--- src/rtl/multicycle_sequencer.sv ---
// multicycle_sequencer
//   Control sequencer for a multi-cycle CPU. It steps each instruction through
//   FETCH -> DECODE -> EXEC -> [MEM] -> [WB] and drives the datapath strobes.
//   All strobes are decoded combinationally from the current state and the acks.
//   The only registers are the state, the sticky trap flag and, optionally,
//   the retired-instruction counter.
//
//   Optional feature macro: SEQ_INSTRET_EN
//     When defined, this adds the 32-bit instret output and its counter.
//
// Ports
//   clk, rst_n           clock; asynchronous active-low reset
//   ctl_regwr/memwr/
//   ctl_memtoreg         decoded controls for the current IR
//   ctl_branch[2:0]      0 = none, 1-6 = conditional, 7 = unconditional jump
//   ctl_illegal          unsupported opcode in the IR
//   branch_taken         comparator result for the IR
//   imem_req/imem_ack    instruction fetch handshake
//   dmem_req/dmem_we/
//   dmem_ack             data access handshake
//   ir_we, pc_we, pc_sel,
//   rf_we                datapath strobes (pc_sel 0 = PC+4, 1 = target)
//   trap                 sticky illegal-instruction flag
//   state[2:0]           current state, for debug only
//   instret[31:0]        retired-instruction count (SEQ_INSTRET_EN only)
module multicycle_sequencer (
    input  logic        clk,
    input  logic        rst_n,
    input  logic        ctl_regwr,
    input  logic        ctl_memwr,
    input  logic        ctl_memtoreg,
    input  logic [2:0]  ctl_branch,
    input  logic        ctl_illegal,
    input  logic        branch_taken,
    output logic        imem_req,
    input  logic        imem_ack,
    output logic        dmem_req,
    output logic        dmem_we,
    input  logic        dmem_ack,
    output logic        ir_we,
    output logic        pc_we,
    output logic        pc_sel,
    output logic        rf_we,
    output logic        trap,
    output logic [2:0]  state
`ifdef SEQ_INSTRET_EN
    ,
    output logic [31:0] instret
`endif
);

    typedef enum logic [2:0] {
        S_IDLE   = 3'd0,
        S_FETCH  = 3'd1,
        S_DECODE = 3'd2,
        S_EXEC   = 3'd3,
        S_MEM    = 3'd4,
        S_WB     = 3'd5,
        S_TRAP   = 3'd6
    } state_e;

    state_e state_q, state_d;
    logic   trap_q, trap_d;
    logic   mem_op;
    logic   take_target;

    assign mem_op      = ctl_memwr | ctl_memtoreg;
    assign take_target = (ctl_branch == 3'd7) || ((ctl_branch != 3'd0) && branch_taken);

    always_ff @(posedge clk or negedge rst_n) begin
        if (!rst_n) begin
            state_q <= S_IDLE;
            trap_q  <= 1'b0;
        end else begin
            state_q <= state_d;
            trap_q  <= trap_d;
        end
    end

    always_comb begin
        state_d  = state_q;
        imem_req = 1'b0;
        dmem_req = 1'b0;
        dmem_we  = 1'b0;
        ir_we    = 1'b0;
        pc_we    = 1'b0;
        rf_we    = 1'b0;
        case (state_q)
            S_IDLE:   state_d = S_FETCH;
            S_FETCH: begin
                imem_req = 1'b1;
                if (imem_ack) begin
                    ir_we   = 1'b1;
                    state_d = S_DECODE;
                end
            end
            S_DECODE: state_d = ctl_illegal ? S_TRAP : S_EXEC;
            S_EXEC: begin
                if (mem_op)
                    state_d = S_MEM;
                else if (ctl_regwr)
                    state_d = S_WB;
                else begin
                    // Branch or no-writeback op retires straight from EXEC.
                    pc_we   = 1'b1;
                    state_d = S_FETCH;
                end
            end
            S_MEM: begin
                dmem_req = 1'b1;
                dmem_we  = ctl_memwr;
                if (dmem_ack) begin
                    if (ctl_memtoreg)
                        state_d = S_WB;
                    else begin
                        pc_we   = 1'b1;
                        state_d = S_FETCH;
                    end
                end
            end
            S_WB: begin
                rf_we   = 1'b1;
                pc_we   = 1'b1;
                state_d = S_FETCH;
            end
            S_TRAP:   state_d = S_TRAP;
            default:  state_d = S_IDLE;   // encoding 7 is unreachable; recover
        endcase
        // The target is only selected on the cycle that actually writes the PC.
        pc_sel = pc_we & take_target;
    end

    // Set trap together with entry into TRAP, so both become visible in the same cycle.
    assign trap_d = trap_q | ((state_q == S_DECODE) & ctl_illegal);
    assign trap   = trap_q;
    assign state  = state_q;

`ifdef SEQ_INSTRET_EN
    logic [31:0] instret_q;

    always_ff @(posedge clk or negedge rst_n) begin
        if (!rst_n)
            instret_q <= 32'd0;
        else if (pc_we && (state_q != S_TRAP))
            instret_q <= instret_q + 32'd1;
    end

    assign instret = instret_q;
`endif

endmodule

--- config.mk ---
export PLATFORM = sky130hd
export DESIGN_NAME = multicycle_sequencer
export DESIGN_NICKNAME = d
export VERILOG_FILES = /design/src/rtl/multicycle_sequencer.sv
export SDC_FILE = /design/constraint.sdc
export NUM_CORES = 1
export LEC_CHECK = 0
export ABC_CLOCK_PERIOD_IN_PS = 2500
export BUFFER_PORTS_ARGS = -buffer_cell sky130_fd_sc_hd__buf_2
export CAP_MARGIN = 15
export CORE_AREA = 2 2 39 41
export CTS_CLUSTER_DIAMETER = 150
export DETAILED_ROUTE_END_ITERATION = 7
export DIE_AREA = 0 0 41 43
export PLACE_DENSITY_LB_ADDON = 0.05
export SLEW_MARGIN = 20
export SYNTH_ARGS = -nofsm -noshare
export SYNTH_HDL_FRONTEND = slang
export SYNTH_SLANG_ARGS = --single-unit
--- constraint.sdc ---
create_clock -name clk -period 2.5 [get_ports clk]
set_input_delay 0.375 -clock clk [delete_from_list [all_inputs] [get_ports clk]]
set_output_delay 0.375 -clock clk [all_outputs]
set_load 0.02 [all_outputs]
==> Word-level counts from Yosys, hierarchy flattened <==
Index checks and enable logic that the tools add are counted.
{ "word_totals": {"ff_bits": 4, "input_bits": 12, "output_inout_bits": 11} }
{ "op_classes": {"eq_ne": 9, "mux": 18, "bitwise": 4, "reduce_logical": 6} }
{ "ops": {"columns": ["op", "n"], "rows": [
  ["2-to-1 mux 3 bit", 6],
  ["case mux 3 bit (6 select lines)", 1],
  ["== test 3 bit (second input constant)", 4],
  ["2-to-1 mux 1 bit", 10],
  ["== test 3 x 2 -> 1 bit (second input constant)", 2],
  ["!= test 2 bit (second input constant)", 2],
  ["== test 3 x 1 -> 1 bit (second input constant)", 1],
  ["zero test 3 bit", 1],
  ["case mux 1 bit (3 select lines)", 1],
  ["nonzero test 3 bit", 1],
  ["AND 1 bit", 2],
  ["OR 1 bit", 2],
  ["AND reduction 2 bit", 1],
  ["OR reduction 2 bit", 1],
  ["logical AND 1 bit", 1],
  ["logical OR 1 bit", 1]
]} }

==> Depth between registers and ports, before layout <==
Gate-level depths: netlist of the first run.
{ "logic_depth": {"depth_word": 4, "ltp_mapped": 4, "mapped_depth_nobuf": 3} }

==> Least setup slack after synthesis of the first run <==
OpenSTA, ideal clock, no wires.
{ "synth_timing": {"path_type": "register -> output", "from": "register state_q[0], in the netlist state[0]", "to": "output port imem_req", "t_arrival_ns": 1.211, "slack_ns": 0.914, "path_stages_with_launch": 4, "n_path_buf": 1, "path_cell_list": "dfrtp_1 -> buf_4 -> inv_1 -> nor3_1"} }
{ "synth_between": {"elab_chain_len": 2} }
{ "synth_rtl": {"columns": ["element", "line_no", "text"], "rows": [
  ["start, declared", "62", "state_e state_q, state_d;"],
  ["start signal, assigned", "75", "state_q <= state_d;"],
  ["== test 3 x 1 -> 1 bit", "88", "case (state_q)"],
  ["2-to-1 mux 1 bit", "88", null],
  ["end, declared", "35", "output logic imem_req,"]
]} }
Every way passes these cells.

==> Worst setup path in the final report of the first run <==
{ "layout_timing": {"from": "register state_q[1], in the netlist state[1]", "to": "output port pc_sel"} }
{ "layout_between": {"elab_chain_len": 3} }
{ "layout_rtl": {"columns": ["element", "line_no", "text"], "rows": [
  ["== test 3 bit or == test 3 x 2 -> 1 bit (tied branches)", "88", null],
  ["case mux 1 bit (3 select lines) *", "88", null],
  ["AND 1 bit *", "130", "pc_sel = pc_we & take_target;"],
  ["end, declared", "42", "output logic pc_sel,"]
]} }
Mark *: on every way between the ends. The rest lies on a longest branch, timed or not.

==> metrics.txt, run 1 <==
H-tree depth=1; Hold Fails Final Rpt=0; startpoint types=register; IO Pins=23; setup TNS=0 ps; P&R area growth vs syn=44.7%; Die X=slightly above 40 µm; GRT met3 Usage=0.0314; met1 Use GR=0.152; CP Capture Type=output pin; Crit path largest cell delay=around 500 ps; Final period util=0.721; Remaining DRCs=0; DIE AREA=between 0.0015 and 0.002 mm²; CTS sink count=4; largest family of logic cells by synthesized area=simple AND/OR/NAND/NOR gates; Port Buffers=22; RSZ-0062 raised after global routing=no; status=completed; antenna violations before repair=0; Worst-Skew Late Latency=230 ps; worst path required time=roughly 2100 ps; register bit total from synthesis=4; CP cell instances=nor2b_2 -> nand3_2 -> a22oi_2 -> buf_2; top cells by instance count after synthesis=4 x dfrtp_1, 4 x nand2_1, 3 x nor3_1, 3 x o21ai_0; clock-pin slew on the worst setup and hold paths=around 40 ps; Synth Warn #=0; final net count=between 70 and 80; Site Rows=14; routed len/inst=between 10 and 15 µm; switching pwr=between 0.2 and 0.3 mW; Post-DP HPWL=roughly 700 µm; Crit Path Category=reg -> out; CTS tree=yes; post-synthesis sequential area ratio=0.311; CP max stage cell=dfrtp_1; R2R setup slack=around 1400 ps; Overflow after GRT=0; first drt pass iteration count=4; Top Usage Layer GRT=met2; Synth area leaders=dfrtp_1 31%, nor3_4 5.1%, nor3_1 4.7%, o21ai_0 4.7%, a21o_1 4.7%; Clock Tree Root=clkbuf_4; Synth async-reset ratio=1.00; Post-Synthesis Cells=37; Detailed Route WL=a little under 900 µm; clk buf depth=2; simple-gate share of the synthesized area=0.323; post-synthesis xor/xnor area fraction=0; vias in the first global route=around 350; syn nets=49; All-Layer GR Usage=0.128; clock period minus worst slack=around 1800 ps; post-route ant nets=0; Syn Std Cell Area=~320 µm²; slew margin rel.=0.759; mux contribution to synthesized area=0; DR vias/cell=around 4.7; Hold Path Class=in -> reg; Logic pwr share=0.553; Internal=roughly 0.26 mW; Synth Area in Adders=0; largest net degree at the start of global routing=12; CP Max Fanout=11; post-synthesis compound-gate area fraction=0.272; # hold bufs at CTS=1; Die Ht=between 40 and 50 µm; Iteration-0 DRC Markers=2; Placer Congestion=~0.64; Setup Fix Bufs, Post-CTS=0; via count=between 300 and 400; Post-CTS Resized=0; Starting Density=0.232; crit path DAT=about 1400 ps; ANT cells=0; Final Max Slew Viols=0; WP buf/inv=1; share of cells above drive strength 1=0.525; syn avg cell area=about 8.7 µm²; CP top delay family=flip-flops; Setup Skew=about 1.7 ps; Core Box Area=roughly 0.0014 mm²; sequential share of power=0.295; Least-Margin Pin Slew=around 360 ps; first-pass GRT wire length=1460 µm; P per Cell Area=about 1100 mW/mm²; hold_ws=approximately 430 ps; Sw Ratio=0.500; ys flop type=dfrtp_1; LEAKAGE=between 0.2 and 0.3 nW; GRT met2 Usage=0.184; Worst VDD drop=between 0.2 and 0.3 mV; distinct cell type count after synthesis=23; Peak Freq=~550 MHz; clock share of power=0.152; setup violators final=0; Post-synth EDFFs=0; Synth area leader=dfrtp_1; CTS buffer count=3; Max-Cap Viols=0; post-synth top area share=0.311
==> power groups by stage <==
stage | combinational [mW] | sequential [mW] | clock [mW]
floorplan | 0.207 | 0.151 | 0
global route | 0.311 | 0.162 | 0.0881
detailed placement | 0.288 | 0.155 | 0
global placement | 0.288 | 0.155 | 0
finish | 0.286 | 0.152 | 0.0783
CTS | 0.290 | 0.154 | 0.0823
==> flip-flops by register name (all words and copies together) (netlist names) <==
signal  flops
state       3
trap        1
==> worst paths after layout <==
path	cells past startpoint	start	end
setup / recovery	4	state[1]	pc_sel
hold / removal	2	ctl_illegal	trap
setup reg to reg	2	state[0]	trap
hold reg to reg	1	trap	trap
max in group asynchronous	2	rst_n	state[0]
min in group asynchronous	2	rst_n	state[1]
==> layout by cell type (no fill, tap or decap), drive strengths merged <==
cell / count
nand3: 1
nor3: 4
a31o: 1
a22oi: 1
and2b: 1
nor2: 2
dlygate4sd3: 1
nor2b: 2
nand2: 4
o21ai: 4
inv: 3
dfrtp: 4
a21oi: 2
o2bb2ai: 1
a21o: 2
o311ai: 1
and3: 1
clkbuf: 3
buf: 22
nand4bb: 1
==> area by class of cell <==
| type | instances | area (µm²) |
|---|---|---|
| fillers | 161 | 918 |
| inverters | 3 | 11.3 |
| well taps | 16 | 20.0 |
| flip-flops and latches | 4 | 100 |
| repair buffers | 23 | 120 |
| multi-input cells | 28 | 191 |
| clock buffers | 3 | 22.5 |
==> cells by family after synthesis <==
logic type             after synthesis
buffers and inverters                5
AO/OA/AOI/OAI                       12
flip-flops                           4
AND/OR/NAND/NOR                     16
==> stage by stage <==
step | setup slack (ps) | instances | cell area (µm²) | total power [mW] | util
finish | 697 | 77 | 465 | 0.516 | 0.336
detailed placement | 926 | 73 | 433 | 0.443 | 0.313
floorplan | 914 | 37 | 322 | 0.358 | -
CTS | 668 | 77 | 465 | 0.526 | 0.336
global route | 588 | 77 | 465 | 0.561 | 0.336
global placement | 939 | 73 | 433 | 0.443 | 0.313
==> routing by layer <==
metal	share of wire	routed length, µm
met3	0.090	80
met2	0.49	438
met5	0	0
met1	0.40	356
met4	0.016	14
Power figures use the tool's default switching activity.
==> run 2, diff against run 1 <==
ABC_CLOCK_PERIOD_IN_PS = 1670   (was 2500)
clock period = 1.67 ns   (was 2.5 ns; I/O delays follow)
==> run 2 against run 1 <==
  * First-iteration DRC count rose by 100%
  * Utilization rose by 0.63 points
  * Sequential share of layout area fell by 0.13 points
  * Clock power rose by 51%
  * Combinational power rose by 57%
  * Sequential power rose by 44%
  * Register-to-register slack got worse by 830 ps
  * Critical endpoint unchanged
==> metrics.txt, run 2 (synthesis results as in run 1) <==
status=completed; Largest register FFs=3 (unchanged); worst path required time=1420 ps (-700 ps); pre-CTS WS=304 ps (-622 ps); Overflow after GRT=0 (unchanged); Site Rows=14 (unchanged); Worst R2R Start=state[1]; DR vias/cell=4.62 (-2.1%); Die X=41 µm (unchanged); CTS tree=yes; H-tree depth=1 (unchanged); R2R setup slack=550 ps (-830 ps); hold_ws=303 ps (-125 ps); Starting Density=0.232 (unchanged); Worst Setup SP=state[2]; DIE AREA=0.00176 mm² (unchanged); worst setup path endpoint=pc_sel; via count=360 (-0.83%); All-Layer GR Usage=0.115 (-0.0130); clock period minus worst slack=~1600 ps; startpoint types=register; CTS sink count=4 (unchanged); Setup Skew=3.07 ps (+1.34 ps); Die Ht=43 µm (unchanged); ANT cells=0 (unchanged); Peak Freq=approximately 630 MHz; Worst VDD drop=0.357 mV (+39%); Core Box Area=0.00138 mm² (unchanged); slew margin rel.=0.833 (+0.0744); post-route ant nets=0 (unchanged); most common cell after layout, fill and taps aside=buf_2; total power=0.787 mW (+52%); IO Pins=23 (unchanged); P per Cell Area=1660 mW/mm² (+50%); first drt pass iteration count=3 (-1); Final period util=0.947; crit path DAT=1330 ps (-100 ps); Remaining DRCs=0 (unchanged); depth of the most critical reg-to-reg path=4 (+2); largest net degree at the start of global routing=11 (-1); vias in the first global route=304 (-13%); CP Max Fanout=8 (-3); Hold Path Class=in -> reg; fillers=159 (-1.2%); Final Util=0.343 (+0.00633); Final Max Slew Viols=0 (unchanged); Clock Tree Root=clkbuf_4; clock-pin slew on the worst setup and hold paths=40 ps (about the same); RSZ-0062 raised after global routing=no; most frequent cells in the layout=22 x buf_2, 4 x nand2_1; Least-Margin Pin Slew=246 ps (-115 ps); P&R area growth vs syn=47.5%; antenna violations before repair=0 (unchanged); routed len/inst=11.2 µm (-3.4%); CTS buffer count=3 (unchanged); final net count=76 (+1.3%); Post-DP HPWL=696 µm (-2.8%); Iteration-0 DRC Markers=4 (+2); Worst-Skew Late Latency=230 ps (about the same); Detailed Route WL=871 µm (-2.1%); R2R Path End=state[0]; Max-Cap Viols=0 (unchanged); LEAKAGE=0.256 nW (+1.7%); Placer Congestion=0.651 (+1.6%); Port Buffers=22 (unchanged); Setup Fix Bufs, Post-CTS=0 (unchanged); Hold Fails Final Rpt=0 (unchanged); Final WS setup=89.2 ps (-608 ps); share of cells above drive strength 1=0.548 (+0.0238); CP Capture Type=output pin; Crit Path Category=reg -> out; clk buf depth=2 (unchanged); setup TNS=0 ps (unchanged); first-pass GRT wire length=1300 µm (-10%); setup violators final=0 (unchanged)
-- run 2: cell count changes in the layout (fill, tap and decap cells not counted), sizes merged --
cell  change
buf       +1
-- run 2: critical path, stage by stage, from the launching register on --
cell and delay, ps:
dfrtp_1 480, and2b_1 190, o21ai_2 70, a22oi_2 170
buf_2 180
-- run 2: worst min-delay path by stage --
stage,from,end,cells after the start
6_report,ctl_illegal,trap,2
4_1_cts,ctl_illegal,trap,2
3_3_place_gp,rst_n,state[1],1
2_1_floorplan,rst_n,state[0],0
3_5_place_dp,rst_n,state[1],1
5_1_grt,ctl_illegal,trap,2
-- run 2: what timing repair did --
item / CTS / global route
endpoints found under the hold margin: 4 / 0
resized for setup: 0 / 1
endpoints found under the setup margin: 0 / 3
hold buffers: 1 / 0
-- run 2: power by group --
group,switching (mW),internal (mW)
clock network,0.0381,0.0803
registers,0.0769,0.142
logic,0.270,0.179
-- run 2: through the flow --
step,instances,cell area (µm²)
after floorplan,37,322
after global placement,74,440
after detailed placement,74,440
after CTS,78,473
after global routing,78,474
final,78,474
-- run 2: metal layers --
layer / vias to the layer above / track usage / routed length [µm]
met2: 18 / 0.147 / 379
met1: 157 / 0.149 / 400
li1: 183 / - / -
met5: - / 0 / 0
met3: 2 / 0.0314 / 76
met4: 0 / 0.100 / 14
-- run 2: area by class of cell --
| type | instances | area (µm²) | share of cell area |
|---|---|---|---|
| multi-input cells | 28 | 191 | 0.404 |
| repair buffers | 24 | 128 | 0.269 |
| flip-flops and latches | 4 | 101 | 0.214 |
| clock buffers | 3 | 22.5 | 0.0475 |
| well taps | 16 | 20.0 | 0.0422 |
| inverters | 3 | 11.3 | 0.0237 |
==> run 3, diff against run 2 <==
ABC_CLOCK_PERIOD_IN_PS = 1600   (was 1670)
clock period = 1.6 ns   (was 1.67 ns; I/O delays follow)
==> run 3 against run 2 <==
  * Critical path depth is the same
  * Design area is 5.0% higher
  * Power up 11%
  * Worst hold slack lost 7.3 ps
  * Die area stayed put
  * Cell count rose by 2.6%
  * Critical path type unchanged
  * Highest routed layer unchanged
==> metrics.txt, run 3 (synthesis results as in run 1) <==
status=completed; vias in the first global route=340 (+12%); switching pwr=0.416 mW (+8.1%); clk buf depth=2 (unchanged); CP Max Fanout=5 (-3); Final period util=0.950; setup TNS=0 ps (unchanged); final net count=78 (+2.6%); Worst-Skew Late Latency=230 ps (about the same); ANT cells=0 (unchanged); sequential share of power=0.253 (-0.026); RSZ-0062 raised after global routing=no; Setup Skew=3.88 ps (+0.814 ps); Worst VDD drop=0.440 mV (+23%); Least-Margin Pin Slew=236 ps (-9.95 ps); CP Capture Type=output pin; Final Max Slew Viols=0 (unchanged); Crit path largest cell delay=410 ps (-70 ps); Detailed Route WL=905 µm (+3.9%); Iteration-0 DRC Markers=5 (+1); CP cell instances=and2b_1 -> o21ai_2 -> a22oi_2 -> buf_4; Crit Path Category=reg -> out; Placer Congestion=0.701 (+7.6%); CP max stage cell=dfrtp_1; Post-DP HPWL=727 µm (+4.4%); fin cells=80 (+2.6%); slew margin rel.=0.840 (+0.00674); Remaining DRCs=0 (unchanged); Final Util=0.360 (+0.0172); post-route ant nets=0 (unchanged); Port Buffers=22 (unchanged); Hold Fails Final Rpt=0 (unchanged); Sw Ratio=0.476 (-0.0133); P&R area growth vs syn=54.9%; CTS tree=yes; startpoint types=register; clock period minus worst slack=about 1500 ps; clock-pin slew on the worst setup and hold paths=40 ps (about the same); most frequent cells in the layout=21 x buf_2, 4 x nand2_1, 4 x buf_4; Internal=0.458 mW (+14%); setup violators final=0 (unchanged); Peak Freq=between 600 and 700 MHz; share of cells above drive strength 1=0.578 (+0.0297); DR vias/cell=4.71 (+2.1%); Logic pwr share=0.607 (+0.036); Clock Tree Root=clkbuf_4; H-tree depth=1 (unchanged); P per Cell Area=1760 mW/mm² (+5.9%); first drt pass iteration count=3 (unchanged); placed cell count=75 (+1.4%); Largest register FFs=3 (unchanged); worst path required time=1360 ps (-60 ps); Core Box Area=0.00138 mm² (unchanged); IO Pins=23 (unchanged); Site Rows=14 (unchanged); CTS sink count=4 (unchanged); Overflow after GRT=0 (unchanged); largest net degree at the start of global routing=9 (-2); All-Layer GR Usage=0.121 (+0.00592); clock share of power=0.140 (-0.010); Hold Path Class=in -> reg; antenna violations before repair=0 (unchanged); LEAKAGE=0.267 nW (+4.2%); via count=377 (+4.7%); first-pass GRT wire length=1390 µm (+6.3%); Die X=41 µm (unchanged); fillers=145 (-8.8%); Die Ht=43 µm (unchanged); most common cell after layout, fill and taps aside=buf_2; routed len/inst=11.3 µm (+1.3%); Max-Cap Viols=0 (unchanged); crit path DAT=1280 ps (-50 ps); CTS buffer count=3 (unchanged); Starting Density=0.232 (unchanged); DIE AREA=0.00176 mm² (unchanged)
-- run 3: per-layer routing --
layer	global-route usage	vias to the layer above	wire length, µm
li1	-	188	-
met2	0.163	18	391
met3	0.0314	4	79
met1	0.152	167	411
met5	0	-	0
met4	0.100	0	23
-- run 3: through the flow --
| stage | hold WS, ps | setup slack [ps] | cell area [µm²] | power (mW) |
|---|---|---|---|---|
| floorplan | -55.6 | 149 | 322 | 0.559 |
| global placement | 49.5 | 256 | 448 | 0.727 |
| detailed placement | 47.0 | 260 | 448 | 0.718 |
| CTS | 281 | 13.4 | 488 | 0.864 |
| global route | 288 | 16.9 | 498 | 0.938 |
| finish | 296 | 79.7 | 498 | 0.875 |
-- run 3: critical path: cells and delay by family (launching register included) --
kind / cells / cell delay (ps)
flops: 1 / 410
compound gates: 2 / 240
simple gates: 1 / 240
buf+inv: 1 / 160
-- run 3: repair_timing --
item | in CTS | in global routing
cloned | 0 | 0
buffers inserted | 1 | 0
gates resized for setup | 0 | 4
hold endpoints to repair | 4 | 0
hold buffers | 1 | 0
endpoints found under the setup margin | 1 | 2
-- run 3: worst paths after layout --
kind | from | endpoint | slack, ps | cells past startpoint
hold reg to reg | trap | trap | 470 | 1
max in group asynchronous | rst_n | state[0] | 1130 | 2
hold / removal | ctl_illegal | trap | 300 | 2
setup reg to reg | state[0] | state[0] | 510 | 3
setup / recovery | state[1] | pc_sel | 80 | 4
min in group asynchronous | rst_n | state[2] | 340 | 2
-- run 3: layout make-up --
class | count | area [µm²] | area share
clock buffer | 3 | 22.5 | 0.0452
inverter | 3 | 11.3 | 0.0226
multi-input combinational | 28 | 196 | 0.394
sequential | 4 | 103 | 0.206
tap | 16 | 20.0 | 0.0402
timing repair buffer | 26 | 145 | 0.291
-- run 3: power by group through the flow --
stage | clock network (mW) | logic, mW | registers [mW]
after floorplan | 0 | 0.323 | 0.236
after global placement | 0 | 0.509 | 0.217
after detailed placement | 0 | 0.505 | 0.213
after CTS | 0.129 | 0.522 | 0.212
after global routing | 0.136 | 0.574 | 0.228
final | 0.123 | 0.531 | 0.221
